**src/rtl/decoder_pkg.sv**
```systemverilog
// Shared field layout, opcode type and default format masks
// for the instruction decoder.
package decoder_pkg;

    localparam int INSTR_W  = 32;
    localparam int OP_POS   = 0;
    localparam int OP_W     = 4;
    localparam int COND_POS = 4;
    localparam int RVD_POS  = 5;
    localparam int RVS_POS  = 6;
    localparam int RND_POS  = 7;
    localparam int RNSA_POS = 10;
    localparam int RNSB_POS = 13;
    localparam int RN_W     = 3;
    localparam int IMM_POS  = 15;
    localparam int IMM_W    = 17;

    localparam logic [15:0] IMM_MASK_DEF     = 16'h00F0;
    localparam logic [15:0] ILLEGAL_MASK_DEF = 16'hF000;

    typedef enum logic [OP_W-1:0] {
        OP_0,  OP_1,  OP_2,  OP_3,
        OP_4,  OP_5,  OP_6,  OP_7,
        OP_8,  OP_9,  OP_10, OP_11,
        OP_12, OP_13, OP_14, OP_15
    } opcode_e;

    typedef struct packed {
        opcode_e          op;
        logic             cond;
        logic             rvd;
        logic             rvs;
        logic [RN_W-1:0]  rnd;
        logic [RN_W-1:0]  rnsa;
        logic [RN_W-1:0]  rnsb;
        logic [IMM_W-1:0] imm;
        logic             illegal;
    } fields_t;

endpackage

```
**src/rtl/decoder_fields.sv**
```systemverilog
// Combinational field extraction; instruction bit 0 is the MSB.
// Immediate-format ops reuse bit 15 as the top of Imm, so RnSB is zeroed.
module decoder_fields
    import decoder_pkg::*;
#(
    parameter logic [15:0] IMM_MASK     = IMM_MASK_DEF,
    parameter logic [15:0] ILLEGAL_MASK = ILLEGAL_MASK_DEF
) (
    input  logic [0:INSTR_W-1] instr_i,
    output fields_t            fields_o
);

    opcode_e op;
    logic    is_imm;
    logic    is_ill;

    assign op     = opcode_e'(instr_i[OP_POS +: OP_W]);
    assign is_imm = IMM_MASK[op];
    assign is_ill = ILLEGAL_MASK[op];

    always_comb begin
        fields_o         = '0;
        fields_o.op      = op;
        fields_o.cond    = instr_i[COND_POS] & ~is_ill;
        fields_o.rvd     = instr_i[RVD_POS] & ~is_ill;
        fields_o.rvs     = instr_i[RVS_POS];
        fields_o.rnd     = instr_i[RND_POS +: RN_W];
        fields_o.rnsa    = instr_i[RNSA_POS +: RN_W];
        fields_o.illegal = is_ill;
        if (is_imm) begin
            fields_o.imm  = instr_i[IMM_POS +: IMM_W];
        end else begin
            fields_o.rnsb = instr_i[RNSB_POS +: RN_W];
        end
    end

endmodule

```
**src/rtl/decoder_unit.sv**
```systemverilog
// Registered instruction decoder: one-cycle latency, stall on en=0,
// bubbles clear out_valid but keep the last decoded fields.
module decoder_unit
    import decoder_pkg::*;
#(
    parameter logic [15:0] IMM_MASK     = IMM_MASK_DEF,
    parameter logic [15:0] ILLEGAL_MASK = ILLEGAL_MASK_DEF
) (
    input  logic                clk,
    input  logic                rst_n,
    input  logic                en,
    input  logic                in_valid,
    input  logic [0:INSTR_W-1]  Instr,
    output logic                out_valid,
    output logic [OP_W-1:0]     op,
    output logic                cond,
    output logic                RvD,
    output logic                RvS,
    output logic [RN_W-1:0]     RnD,
    output logic [RN_W-1:0]     RnSA,
    output logic [RN_W-1:0]     RnSB,
    output logic [IMM_W-1:0]    Imm,
    output logic                illegal
);

    fields_t dec;
    fields_t fields_d;
    fields_t fields_q;
    logic    valid_d;
    logic    valid_q;

    decoder_fields #(
        .IMM_MASK     (IMM_MASK),
        .ILLEGAL_MASK (ILLEGAL_MASK)
    ) u_fields (
        .instr_i  (Instr),
        .fields_o (dec)
    );

    always_comb begin
        fields_d = fields_q;
        valid_d  = valid_q;
        if (en) begin
            valid_d = in_valid;
            if (in_valid) begin
                fields_d = dec;
            end
        end
    end

    always_ff @(posedge clk) begin
        if (!rst_n) begin
            fields_q <= '0;
            valid_q  <= 1'b0;
        end else begin
            fields_q <= fields_d;
            valid_q  <= valid_d;
        end
    end

    assign out_valid = valid_q;
    assign op        = fields_q.op;
    assign cond      = fields_q.cond;
    assign RvD       = fields_q.rvd;
    assign RvS       = fields_q.rvs;
    assign RnD       = fields_q.rnd;
    assign RnSA      = fields_q.rnsa;
    assign RnSB      = fields_q.rnsb;
    assign Imm       = fields_q.imm;
    assign illegal   = fields_q.illegal;

endmodule

```
**config.mk**
```make
export PLATFORM = sky130hd
export DESIGN_NAME = decoder_unit
export DESIGN_NICKNAME = d
export VERILOG_FILES = /design/src/rtl/decoder_pkg.sv /design/src/rtl/decoder_fields.sv /design/src/rtl/decoder_unit.sv
export SDC_FILE = /design/constraint.sdc
export NUM_CORES = 1
export LEC_CHECK = 0
export ABC_AREA = 0
export CAP_MARGIN = 30
export CORE_MARGIN = 2
export CORE_UTILIZATION = 40
export CTS_BUF_LIST = sky130_fd_sc_hd__clkbuf_4
export DETAILED_ROUTE_END_ITERATION = 8
export HOLD_SLACK_MARGIN = 0.15
export PLACE_DENSITY_LB_ADDON = 0.2
export SYNTH_ARGS = -nofsm -noshare
export SYNTH_HDL_FRONTEND = slang
export SYNTH_SLANG_ARGS = --single-unit
```
**constraint.sdc**
```tcl
create_clock -name clk -period 2.2 [get_ports clk]
set_input_delay 0.22 -clock clk [delete_from_list [all_inputs] [get_ports clk]]
set_output_delay 0.22 -clock clk [all_outputs]
set_load 0.1 [all_outputs]
```
==> out/metrics.yaml <==
fin_setup_tns_ps: 0
postCtsHoldBufs: 0
slew_viol_final: 0
final_layout_size_suffix_gt1_share_pct: 32.3
min_path_cells: 3
numCtsBuffers: 5
hpwl_um: 2090
tightest_slew_ps: 587
dp.cells: 220
r2r_cells: 1
tritoncts: "done"
drt_first_pass_iters: 4
multi_input_area_um2: 463
synthesis.area_um2: 1220
diodes: 0
ctsResizeCount: 0
htree_levels: 2
drtAntennaViolNets: 0
rsz0062_at_grt: "false"
antenna_found_initial: 0
ys_warn_count: 0
fp-row-count: 20
synthCells: 122
initial_core_util_pct: 41.1
dieHeight_um: 59.3
start_kind: "primary input"
outcome: "finished, final reports clean"
whs_endpoint: "RnSA[1]"
final_cell_mix: "buf_4, dfxtp_1, clkdlybuf4s50_1"
crit_fanout: 16
power_mw: 1.29
cellPowerDensity_nw_per_um2: 680
peakVddDrop_v: 0.000501
cts_sinks: 35
worstPathArrival_ps: 1760
setup_viol: 0
r2r-end: "Imm[2]"
cp.required_ps: 2470
gr-usage-all-layers_pct: 17.7
worst-r2r-setup-slack_ps: 1540
ys_ff_latch: 35
routedWlPerCell_um: 12.7
viasPerCell: 4.88
grt_pass1_vias: 1055
gr-total-overflow: 0
area_growth_pct: 54.9
core_area_um2: 2980
ctsLongestPathBuffers: 2
final_area_um2: 1900
hold_class: "primary input to flip-flop"
cp-end-kind: "flip-flop"
finalNetCount: 230
min_from: "Instr[11]"
hold_viol: 0
clk_latency_ps: 320
period_share_pct: 67.5
ff_latch_area_um2: 701
critPathKind: "primary input to flip-flop"
dieWidth_um: 59.3
root_buffer: "clkbuf_4"
fmax_ghz: 0.674
drtIter0Drc: 41
ys_seq_area_share_pct: 57.2
max-slew-margin-rel_pct: 60.8
final_cells: 228
p_leak_nw: 0.807
setup_ws_ps: 716
dp_slack_ps: 373
clock_skew_ps: 0
grt_max_degree: 21
grt_pass1_wl_um: 4620
drc_errors: 0
maxCapViolations: 0
totalWireLength_um: 2900
final_common_cell: "buf_4"
vias: 1112
post_cts_buffers: 0
syn-num-nets: 158
die_area_um2: 3520
numPortBuffers: 70
n_fill_cell: 256
place_congestion: 0.711
synth.distinct_cells: 15
timing.final.crit_period_ps: 1480
avgSynthCellArea_um2: 10.0
timing.rr.start: "Imm[2]"
io_pins: 71
clk_pin_slew_worst_paths_ps: 90
post_dp_cell_area_um2: 1840
-- metal layers --
layer  GRT usage (%)  routed length, µm  share of wire [%]
met5               0                  0                  0
met4            6.82                 16               0.55
met3            8.08                298                 10
met2            28.7               1320                 46
met1            20.2               1260                 43
-- stage by stage --
stage | hold slack (ps) | utilization, %
after floorplan | 356 | -
after global placement | 442 | 61.9
after detailed placement | 450 | 61.9
after CTS | 416 | 63.7
after global routing | 418 | 63.7
final | 436 | 63.7
-- Yosys cell counts --
cell	instances	share of area, %
and2_1	1	0.51
nand3_1	7	2.9
a22o_2	16	13
a21oi_1	18	7.4
nor3_4	1	1.3
buf_4	2	1.2
o31ai_1	1	0.61
nor2_4	1	0.92
buf_2	4	1.6
nand2b_1	1	0.51
dfxtp_1	35	57
nand2b_4	1	1.1
nand2_1	31	9.5
buf_6	2	1.8
inv_1	1	0.31
-- layout make-up --
cell class	instances	share of cell area (%)
clock buffer	6	2.37
clock inverter	2	0.396
inverter	1	0.198
multi-input combinational	78	24.4
sequential	35	36.9
tap	33	2.18
timing repair buffer	73	33.5
-- power by group --
group | internal [mW] | switching, mW | leakage, nW
logic | 0.101 | 0.201 | 0.492
clock network | 0.131 | 0.193 | 0.0307
registers | 0.653 | 0.0106 | 0.285
-- cell families (layout without fill, tap and decap cells) --
group,count (synthesis),in the layout,synth area share [%]
buffers and inverters,9,82,5.00
AOI/OAI and AO/OA,35,35,21.0
and+or+nand+nor,43,43,16.8
DFF,35,35,57.2
-- flip-flops by register name (all words and copies together), names as in the netlist --
name and flops:
illegal 1, RvD 1, Imm 17, out_valid 1, RnSA 3, RnD 3, op 4, cond 1
RnSB 3, RvS 1
-- worst max-delay path by stage --
stage	depth (start not counted)	to	startpoint	slack (ps)
6_report	4	Imm[10]	rst_n	720
5_1_grt	4	Imm[10]	rst_n	610
4_1_cts	4	Imm[10]	rst_n	720
3_5_place_dp	4	Imm[10]	rst_n	370
3_3_place_gp	4	Imm[2]	rst_n	420
2_1_floorplan	2	out_valid	out_valid	960
-- critical path: stages --
cell and delay [ps]:
clkdlybuf4s50_1 500, inv_1 200, nor3_4 580, a22o_2 250
No activity file was read; power rests on OpenSTA's default activity.
